[src/rtl/delay_sched_if.sv]
// Handshake/bus bundle for delay_sched: two level requesters with samples,
// a delay setting, per-requester acks and the delayed output stream.
interface delay_sched_if;
    logic       req0;
    logic [3:0] in0;
    logic       req1;
    logic [3:0] in1;
    logic [3:0] dly;
    logic       ack0;
    logic       ack1;
    logic [3:0] out;
    logic       out_valid;
    logic       out_src;
    logic       busy;

    modport master (
        output req0, in0, req1, in1, dly,
        input  ack0, ack1, out, out_valid, out_src, busy
    );

    modport slave (
        input  req0, in0, req1, in1, dly,
        output ack0, ack1, out, out_valid, out_src, busy
    );
endinterface

[src/rtl/delay_sched.sv]
// Two-requester round-robin scheduler that replays a captured sample after
// a programmable delay. Ports: clk, rst_n (async, active low), bus (slave).
module delay_sched (
    input  logic          clk,
    input  logic          rst_n,
    delay_sched_if.slave  bus
);

    typedef enum logic [1:0] {
        IDLE,
        WAIT,
        DONE
    } state_t;

    state_t     state, state_n;
    logic [3:0] cnt, cnt_n;
    logic [3:0] hold, hold_n;
    logic       last_grant, last_grant_n;
    logic [3:0] out_q, out_n;
    logic       src_q, src_n;
    logic       ov_q, ov_n;
    logic       ack0_q, ack0_n;
    logic       ack1_q, ack1_n;
    logic       busy_q, busy_n;

    logic       any_req;
    logic       pick;
    logic       take;

    assign any_req = bus.req0 | bus.req1;
    // On a tie the requester not granted last wins.
    assign pick = (bus.req0 & bus.req1) ? ~last_grant : bus.req1;

    always_comb begin
        state_n      = state;
        cnt_n        = cnt;
        hold_n       = hold;
        last_grant_n = last_grant;
        out_n        = out_q;
        src_n        = src_q;
        ov_n         = 1'b0;
        ack0_n       = 1'b0;
        ack1_n       = 1'b0;
        take         = 1'b0;

        unique case (state)
            IDLE: take = any_req;
            WAIT: begin
                if (cnt == 4'd0) begin
                    state_n = DONE;
                    out_n   = hold;
                    src_n   = last_grant;
                    ov_n    = 1'b1;
                end else begin
                    cnt_n = cnt - 4'd1;
                end
            end
            DONE: begin
                state_n = IDLE;
                // The edge that leaves DONE is also the first IDLE
                // grant opportunity, giving dly+2 cycles per transaction.
                take    = any_req;
            end
            default: state_n = IDLE;
        endcase

        if (take) begin
            state_n      = WAIT;
            cnt_n        = bus.dly;
            hold_n       = pick ? bus.in1 : bus.in0;
            last_grant_n = pick;
            ack0_n       = ~pick;
            ack1_n       = pick;
        end

        busy_n = (state_n != IDLE);
    end

    always_ff @(posedge clk or negedge rst_n) begin
        if (!rst_n) begin
            state      <= IDLE;
            cnt        <= 4'd0;
            hold       <= 4'd0;
            last_grant <= 1'b1;
            out_q      <= 4'd0;
            src_q      <= 1'b0;
            ov_q       <= 1'b0;
            ack0_q     <= 1'b0;
            ack1_q     <= 1'b0;
            busy_q     <= 1'b0;
        end else begin
            state      <= state_n;
            cnt        <= cnt_n;
            hold       <= hold_n;
            last_grant <= last_grant_n;
            out_q      <= out_n;
            src_q      <= src_n;
            ov_q       <= ov_n;
            ack0_q     <= ack0_n;
            ack1_q     <= ack1_n;
            busy_q     <= busy_n;
        end
    end

    assign bus.out       = out_q;
    assign bus.out_src   = src_q;
    assign bus.out_valid = ov_q;
    assign bus.ack0      = ack0_q;
    assign bus.ack1      = ack1_q;
    assign bus.busy      = busy_q;

endmodule

[src/flat_wrapper.sv]
// flat-port wrapper written by rule: the top's interface ports become plain ports
module delay_sched_flat 
  (clk, rst_n, bus_req0, bus_in0, bus_req1, bus_in1, bus_dly, bus_ack0, bus_ack1, bus_out, bus_out_valid, bus_out_src, bus_busy);
  delay_sched_if bus_i ();
  input  logic clk;
  input  logic rst_n;
  input wire logic [$bits(bus_i.req0)-1:0] bus_req0;
  input wire logic [$bits(bus_i.in0)-1:0] bus_in0;
  input wire logic [$bits(bus_i.req1)-1:0] bus_req1;
  input wire logic [$bits(bus_i.in1)-1:0] bus_in1;
  input wire logic [$bits(bus_i.dly)-1:0] bus_dly;
  output wire logic [$bits(bus_i.ack0)-1:0] bus_ack0;
  output wire logic [$bits(bus_i.ack1)-1:0] bus_ack1;
  output wire logic [$bits(bus_i.out)-1:0] bus_out;
  output wire logic [$bits(bus_i.out_valid)-1:0] bus_out_valid;
  output wire logic [$bits(bus_i.out_src)-1:0] bus_out_src;
  output wire logic [$bits(bus_i.busy)-1:0] bus_busy;
  assign bus_i.req0 = bus_req0;
  assign bus_i.in0 = bus_in0;
  assign bus_i.req1 = bus_req1;
  assign bus_i.in1 = bus_in1;
  assign bus_i.dly = bus_dly;
  assign bus_ack0 = bus_i.ack0;
  assign bus_ack1 = bus_i.ack1;
  assign bus_out = bus_i.out;
  assign bus_out_valid = bus_i.out_valid;
  assign bus_out_src = bus_i.out_src;
  assign bus_busy = bus_i.busy;
  delay_sched u_core (.clk(clk), .rst_n(rst_n), .bus(bus_i));
endmodule
[config.mk]
export PLATFORM = sky130hd
export DESIGN_NAME = delay_sched_flat
export DESIGN_NICKNAME = d
export VERILOG_FILES = /design/src/rtl/delay_sched_if.sv /design/src/rtl/delay_sched.sv /design/src/flat_wrapper.sv
export SDC_FILE = /design/constraint.sdc
export NUM_CORES = 1
export LEC_CHECK = 0
export ABC_AREA = 1
export BUFFER_PORTS_ARGS = -buffer_cell sky130_fd_sc_hd__clkbuf_2
export CORE_UTILIZATION = 50
export CTS_CLUSTER_SIZE = 25
export DETAILED_ROUTE_END_ITERATION = 8
export GPL_TIMING_DRIVEN = 1
export PLACE_DENSITY = 0.83
export RECOVER_POWER = 50
export REMOVE_ABC_BUFFERS = 1
export SYNTH_ARGS = -nofsm -noshare
export SYNTH_HDL_FRONTEND = slang
export SYNTH_SLANG_ARGS = --single-unit
[constraint.sdc]
create_clock -name clk -period 1.64 [get_ports clk]
set_input_delay 0.328 -clock clk [delete_from_list [all_inputs] [get_ports clk]]
set_output_delay 0.328 -clock clk [all_outputs]
set_load 0.05 [all_outputs]
==> impl_results.md, run 1 <==
- Run status: finished, violations left
- Violations in the final reports: design-rule violations
- Final period util: 0.8456
- Int Pwr: 1.116 mW
- Compound-cell area share of the yosys netlist: 0.05502
- H-Tree Depth: 1
- Setup TNS: 0 ps
- Ratio of cells with drive above 1 in the final layout: 0.2632
- Drt total wl: 1680 um
- Worst-Margin Slew: 529.6 ps
- Buf/Inv on CP: 3
- Final HPWL DP: 1287 um
- P_sw: 1.037 mW
- Hold depth: 3
- Fmax: 721.1 MHz
- Critical path startpoint category: flip-flop
- Area of the mapped netlist: 909.6 um^2
- HP Start: bus_in1[3]
- Vias per inst: 4.703
- CP arrival: 1620 ps
- Drt drc: 2
- Sw frac: 0.4817
- FF-to-FF Start: u_core.cnt[0]
- Async SR Flop Fraction: 1.000
- CP Cell Sequence: inv_1, ha_1, inv_1, nor2_1, nand3_2, inv_2, nand2_1, nand2_1
- Dominant synthesized flop cell: dfrtp_1
- Clk_lat worst skew: 300 ps
- Initial Utilization: 0.5326
- CP required: 1880 ps
- ANT nets after route: 0
- RSZ-0062 raised after global routing: false
- Sequential power share: 0.389
- TritonRoute pass-1 iters: 6
- Core area: 0.001708 mm^2
- Die Area: 0.001994 mm^2
- Chip width: 44.65 um
- Fin Hold WS: 229.4 ps
- Post_cts resized: 0
- Clock network power share: 0.111
- Max-Cap Viols: 0
- Avg Cell Area, Syn: 8.663 um^2
- Most frequent cells in the layout: 46 x nand2_1, 24 x clkbuf_2, 19 x dfrtp_1
- CTS sink count: 20
- Distinct cell type count after synthesis: 17
- Mux share of post-synthesis cell area: 0
- Slew Limit Headroom: 0.6446
- Total gr overflow: 0
- GR Util All Layers: 0.1978
- CTS root buf: clkbuf_4
- Hold_buf cts: 1
- Min-Delay Endpoint: u_core.hold[3]
- Area share of xor/xnor cells in the synthesized design: 0
- Slowest stage cell, crit path: dfrtp_1
- Pre-CTS setup slack: 283.4 ps
- P_leak: 0.6230 nW
- Max Clock Skew: 10.71 ps
- Filler Cells Inserted: 154
- Synth Register Bits: 20
- Critical path type: flip-flop to flip-flop
- Via count: 743
- I/O Pins: 25
- PnR worst setup slack: 253.2 ps
- Worst-path clk slew: 110 ps
- Area growth, synth to finish: 17.88%
- Die Ht: 44.65 um
- Hold WC Path Type: input port to flip-flop
- Final min period: 1387 ps
- Gpl congestion: 0.8471
- CP endpoint kind: flip-flop
- Max FO, Critical Path: 8
- Area after DPL: 0.001046 mm^2
- EDFF count, synth: 0
- First-pass GRT wire length: 2760 um
- Finished Cell Area: 0.001072 mm^2
- Main combinational cell family by area after synthesis: simple AND/OR/NAND/NOR gates
- TritonCTS Buffers: 3
- Gate power share: 0.500
- Adder-cell area share of the yosys netlist: 0.01376
- Wire length per cell: 10.63 um
- Cells after synthesis: 105
- Crit path max-delay family: simple AND/OR/NAND/NOR gates
- CTS tree: yes
- Vias in the first global route: 658
- Commonest non-fill, non-tap cell in the layout: nand2_1
- YS warnings: 0
- R2R setup slack: 250 ps
- Fin nets: 151
- Final Max Slew Viols: 0
- I/O Buffers: 24
- RR Endpoint: u_core.bus.out[1]
- Sequential-to-total area share from yosys stat: 0.5516
- Cell Rows: 15
- # diodes: 0
- Cell area power density: 2008 mW/mm^2
- Placed Cells: 153
- Synth Area in Simple Gates: 0.3012
- Largest net degree at the start of global routing: 21
- Final setup vio count: 0
- Final hold vios: 0
- Longest Clk Path Bufs: 2
- Initial antenna violation count: 0
- Setup Buffers After CTS: 0
- Final std cells w/o fill: 158
- Max IR drop VDD: 0.9507 mV
- Detailed Route Iter0 Violations: 17
- Crit-path max cell delay: 390 ps
- R2R depth: 8
[cells in the mapped netlist (2+ instances only)]
master,n,area share
dfrtp_1,19,0.52
o21ai_0,3,0.017
nand2_1,46,0.19
inv_1,10,0.041
nand3_2,2,0.022
nand3_1,8,0.044
nor2_1,4,0.017
buf_6,2,0.025
inv_2,3,0.012
[power by group through the flow]
stage                     clock network, mW  registers, mW  logic [mW]
final                                 0.239          0.837        1.08
after global routing                  0.270          0.859        1.20
after CTS                             0.247          0.841        1.11
after detailed placement                  0          0.848        1.10
after global placement                    0          0.846        1.06
after floorplan                           0           1.11       0.564
[tightest hold or removal path, delay by kind of cell]
family,cells,cell delay [ps]
AND/OR/NAND/NOR,2,100
buffers and inverters,1,70
[worst max path at each step]
stage,depth (start not counted),from,end
after global routing,6,u_core.state[0],u_core.hold[1]
after detailed placement,8,u_core.cnt[0],u_core.bus.out[3]
after floorplan,7,u_core.cnt[0],u_core.bus.out_src
after global placement,8,u_core.cnt[0],u_core.bus.out[2]
final,8,u_core.cnt[0],u_core.bus.out[1]
after CTS,6,u_core.cnt[0],u_core.bus.out_src
[final cells by class]
class	count	area (um^2)	area share
Timing Repair Buffer	26	133.9	0.1249
Inverter	13	48.80	0.04551
Tap cell	25	31.28	0.02917
Clock buffer	4	26.28	0.02450
Multi-Input combinational cell	70	330.3	0.3081
Sequential cell	20	501.7	0.4679
[routing by layer]
layer  wire [um]  track usage  vias to the layer above
met5           0            0                        -
met4           8      0.09091                        0
met3          65      0.04898                        2
met2         846       0.3294                       20
met1         759       0.2413                      343
li1            -            -                      378
[per-stage QoR]
stage,util,total power [mW]
6_report,0.6278,2.153
2_1_floorplan,-,1.674
3_5_place_dp,0.6125,1.951
3_3_place_gp,0.6125,1.908
5_1_grt,0.6278,2.331
4_1_cts,0.6337,2.197
[flip-flops by register name, summed over array words and instances (netlist names)]
signal	cells
u_core.bus.out_valid	1
u_core.state	2
u_core.bus.out	4
u_core.hold	4
u_core.bus.ack1	1
u_core.bus.busy	1
u_core.last_grant	1
u_core.bus.out_src	1
u_core.cnt	4
u_core.bus.ack0	1
[kinds of logic after synthesis]
family	after synthesis
flops	20
fa+ha+maj	1
simple gates	63
buf+inv	15
compound gates	6
(Power assumes the default switching activity.)
==> inputs of run 2 (changes only) <==
- clock period: 1.64 -> 1.4 ns (I/O delays scaled with it)
==> run 2 against run 1 <==
Against the previous run:
- the flow still finishes with violations (design-rule violations)
- non-clock buffer count unchanged
- sequential power rose by 19%
- first-iteration DRC count down 53%
- utilization increased by 1.1 points
- register-to-register slack got worse by 170 ps
- critical path type unchanged
- largest power group unchanged
==> impl_results.md, run 2 (synthesis gave the netlist of run 1 again) <==
- TritonRoute pass-1 iters: 6
- Violations in the final reports: design-rule violations
- I/O Buffers: 24
- Setup Buffers After CTS: 0
- Final period util: 0.9399
- Max Clock Skew: 5.422 ps
- Fmax: 760.0 MHz
- Fin nets: 151
- P_leak: 0.6249 nW
- ANT nets after route: 0
- R2R setup slack: 80 ps
- Core area: 0.001708 mm^2
- Pwr Total: 2.586 mW
- Critical Path Start: u_core.cnt[0]
- Final HPWL DP: 1240 um
- # diodes: 0
- Setup TNS: 0 ps
- R2R depth: 8
- Worst setup path end: u_core.bus.out[0]
- Wire length per cell: 10.85 um
- Clk_lat worst skew: 300 ps
- Largest net degree at the start of global routing: 21
- Initial antenna violation count: 0
- Initial Utilization: 0.5326
- Hold WC Path Type: input port to flip-flop
- TritonCTS Buffers: 3
- CP required: 1650 ps
- Via count: 747
- Area growth, synth to finish: 19.95%
- Drt total wl: 1714 um
- Chip width: 44.65 um
- GR Util All Layers: 0.1879
- Most frequent cells in the layout: 46 x nand2_1, 24 x clkbuf_2, 19 x dfrtp_1
- Drt drc: 2
- H-Tree Depth: 1
- Ratio of cells with drive above 1 in the final layout: 0.2782
- Final std cells w/o fill: 158
- FF-to-FF Start: u_core.cnt[0]
- Slew Limit Headroom: 0.6673
- Critical path type: flip-flop to flip-flop
- Final setup vio count: 0
- CP endpoint kind: flip-flop
- Die Ht: 44.65 um
- Cell area power density: 2370 mW/mm^2
- Detailed Route Iter0 Violations: 8
- Worst-Margin Slew: 499.0 ps
- Final min period: 1316 ps
- Max-Cap Viols: 0
- Cell Rows: 15
- CTS tree: yes
- Placed Cells: 153
- CP arrival: 1570 ps
- Final hold vios: 0
- CTS sink count: 20
- Longest Clk Path Bufs: 2
- Die Area: 0.001994 mm^2
- Final Max Slew Viols: 0
- CTS root buf: clkbuf_4
- Vias in the first global route: 639
- Commonest non-fill, non-tap cell in the layout: nand2_1
- Max FO, Critical Path: 8
- Gpl congestion: 0.8472
- I/O Pins: 25
- Worst-path clk slew: 110 ps
- Total gr overflow: 0
- First-pass GRT wire length: 2691 um
- Vias per inst: 4.728
- Critical path startpoint category: flip-flop
- Run status: finished, violations left
- Max IR drop VDD: 1.232 mV
- RR Endpoint: u_core.bus.out[0]
run 2: timing repair:
item / in CTS / in global routing
setup endpoints to repair: 0 / 5
hold buffers: 1 / 0
gates resized for setup: 0 / 3
endpoints found under the hold margin: 19 / 0
run 2: how the worst min path moves through the flow:
stage,slack (ps),end,from,depth (start not counted)
final,170,u_core.hold[3],bus_in1[3],3
after global routing,170,u_core.hold[3],bus_in1[3],3
after CTS,170,u_core.hold[3],bus_in1[3],3
after detailed placement,270,u_core.bus.busy,rst_n,1
after global placement,250,u_core.cnt[2],rst_n,1
after floorplan,-20,u_core.bus.ack0,rst_n,0
run 2: power breakdown:
part	internal, mW	switching [mW]	total [mW]
Combinational	0.375	0.929	1.30
Sequential	0.838	0.154	0.992
Clock	0.111	0.178	0.289
Total	1.32	1.26	2.59
run 2: cell type report:
class | count | area [um^2]
timing repair buffer | 26 | 133.9
sequential | 20 | 501.7
clock buffer | 4 | 26.28
tap | 25 | 31.28
fill | 144 | 616.8
multi-input combinational | 70 | 349.1
inverter | 13 | 48.80
run 2: worst max-delay path: stages, from the launching register on:
cell,delay (ps)
dfrtp_1,400
inv_1,120
ha_1,190
inv_1,80
nor2_4,120
nand3_4,120
inv_2,120
nand2_1,50
nand2_1,60
run 2: metal layers:
metal  up-vias  GRT usage  part of all wire
met4         0    0.09091             0.012
met3         4    0.02449             0.047
li1        376          -                 -
met1       339     0.2427              0.45
met5         -          0                 0
met2        28     0.3118              0.49
run 2: through the flow:
step                      hold slack, ps  setup WS, ps  area, um^2  utilization
final                              168.1         84.18        1091       0.6388
after global routing               173.6        -2.566        1091       0.6388
after CTS                          166.4         18.16        1082       0.6337
after detailed placement           266.6         35.34        1046       0.6125
after global placement             254.1         126.6        1046       0.6125
after floorplan                   -15.59         185.0       887.1            -
==> inputs of run 3 (changes only) <==
- CORE_MARGIN: unset -> 5
- REMOVE_ABC_BUFFERS: 1 -> unset
==> run 3 against run 2 <==
Against the previous run:
- sequential share of layout area shrank 1.5 points
- the flow now finishes without violations
- highest routed layer unchanged
- clock power grew 63%
- clock skew grew 5.5 ps
- count of clock-buffer cells in the layout shrank 1
- largest power group unchanged
==> impl_results.md, run 3 (synthesis gave the netlist of run 1 again) <==
- Vias per inst: 4.642
- Critical path startpoint category: flip-flop
- FF/Latch Area: 501.7 um^2
- Area growth, synth to finish: 24.07%
- Final Max Slew Viols: 0
- Max FO, Critical Path: 8
- Total gr overflow: 0
- # diodes: 0
- Final HPWL DP: 1301 um
- P_leak: 0.6465 nW
- CTS tree: yes
- ANT nets after route: 0
- Cell Rows: 15
- Worst-Margin Slew: 466.7 ps
- Ratio of cells with drive above 1 in the final layout: 0.2985
- Fin Hold WS: 161.8 ps
- Drt total wl: 1735 um
- Initial antenna violation count: 0
- CTS sink count: 20
- Final min period: 1273 ps
- Chip width: 52.65 um
- TritonCTS Buffers: 3
- Fin nets: 152
- Most frequent cells in the layout: 46 x nand2_1, 24 x clkbuf_2, 19 x dfrtp_1
- GR Util All Layers: 0.1371
- CP required: 1660 ps
- Via count: 738
- Longest Clk Path Bufs: 2
- Final setup vio count: 0
- I/O Pins: 25
- CP arrival: 1530 ps
- Max IR drop VDD: 1.285 mV
- I/O Buffers: 24
- Filler Cells Inserted: 157
- Die Area: 0.002772 mm^2
- Cell area power density: 2467 mW/mm^2
- Syn_nets: 122
- Fmax: 785.7 MHz
- Critical path type: flip-flop to flip-flop
- CP endpoint kind: flip-flop
- Core area: 0.001727 mm^2
- Crit-path max cell delay: 390 ps
- Detailed Route Iter0 Violations: 10
- Worst-path clk slew: 120 ps
- Die Ht: 52.65 um
- Slowest stage cell, crit path: dfrtp_1
- Pre-CTS setup slack: 59.76 ps
- Run status: complete, no violations
- Max Clock Skew: 10.95 ps
- Commonest non-fill, non-tap cell in the layout: nand2_1
- Largest net degree at the start of global routing: 21
- CTS root buf: clkbuf_4
- Hold WC Path Type: input port to flip-flop
- First-pass GRT wire length: 2704 um
- Wire length per cell: 10.91 um
- PnR worst setup slack: 127.2 ps
- Multi-input logic area: 349.1 um^2
- Drt drc: 0
- Slew Limit Headroom: 0.6889
- Clk_lat worst skew: 310 ps
- Gpl congestion: 0.8592
- Max-Cap Viols: 0
- Initial Utilization: 0.5268
- TritonRoute pass-1 iters: 4
- Final period util: 0.9091
- H-Tree Depth: 1
- CP Cell Sequence: inv_1, ha_1, inv_1, nor2_4, nand3_4, inv_2, nand2_1, nand2_1
- Final hold vios: 0
- Vias in the first global route: 636
-- run 3: worst paths after layout --
kind	end	start	slack, ps	cells past startpoint
worst max-delay path	u_core.bus.out[3]	u_core.cnt[0]	130	8
worst min-delay path	u_core.hold[1]	bus_in1[1]	160	3
worst max register to register	u_core.bus.out[3]	u_core.cnt[0]	130	8
worst min register to register	u_core.bus.busy	u_core.state[1]	470	1
max in group asynchronous	u_core.last_grant	rst_n	620	2
min in group asynchronous	u_core.bus.out[0]	rst_n	440	2
-- run 3: through the flow --
step / instances / area [um^2] / setup TNS, ps / util / power [mW]
global route: 159 / 1129 / -4.050 / 0.6536 / 2.966
CTS: 158 / 1109 / 0 / 0.6420 / 2.750
detailed placement: 153 / 1046 / 0 / 0.6058 / 2.274
floorplan: 105 / 909.6 / 0 / - / 2.001
global placement: 153 / 1046 / 0 / 0.6058 / 2.239
finish: 159 / 1129 / 0 / 0.6536 / 2.784
-- run 3: timing repair --
item,4_1_cts,5_1_grt
hold buffers,1,0
setup endpoints to repair,0,5
setup buffers,0,1
resized for setup,0,3
endpoints found under the hold margin,19,0
-- run 3: layout make-up --
cell class	instances	share of cell area
Sequential cell	20	0.4446
Multi-Input combinational cell	70	0.3093
Timing Repair Buffer	27	0.1286
Inverter	13	0.04324
Tap cell	25	0.02772
Clock inverter	1	0.02661
Clock buffer	3	0.01996
-- run 3: routing by layer --
metal | up-vias | share of wire | global-route usage
met5 | - | 0 | 0
met4 | 0 | 0.024 | 0.07660
met3 | 5 | 0.050 | 0.02849
met2 | 16 | 0.48 | 0.2107
met1 | 338 | 0.44 | 0.1774
li1 | 379 | - | -
-- run 3: report_power, final --
| group | total [mW] | switching, mW | leakage [nW] | internal, mW |
|---|---|---|---|---|
| logic | 1.32 | 0.928 | 0.372 | 0.395 |
| clock network | 0.472 | 0.182 | 0.0279 | 0.290 |
| registers | 0.989 | 0.152 | 0.247 | 0.838 |
| total | 2.78 | 1.26 | 0.647 | 1.52 |
-- run 3: critical path, delay by kind of cell (launching register included) --
family	cells	cell delay, ps
flops	1	390
simple gates	4	360
buf+inv	3	310
fa+ha+maj	1	180
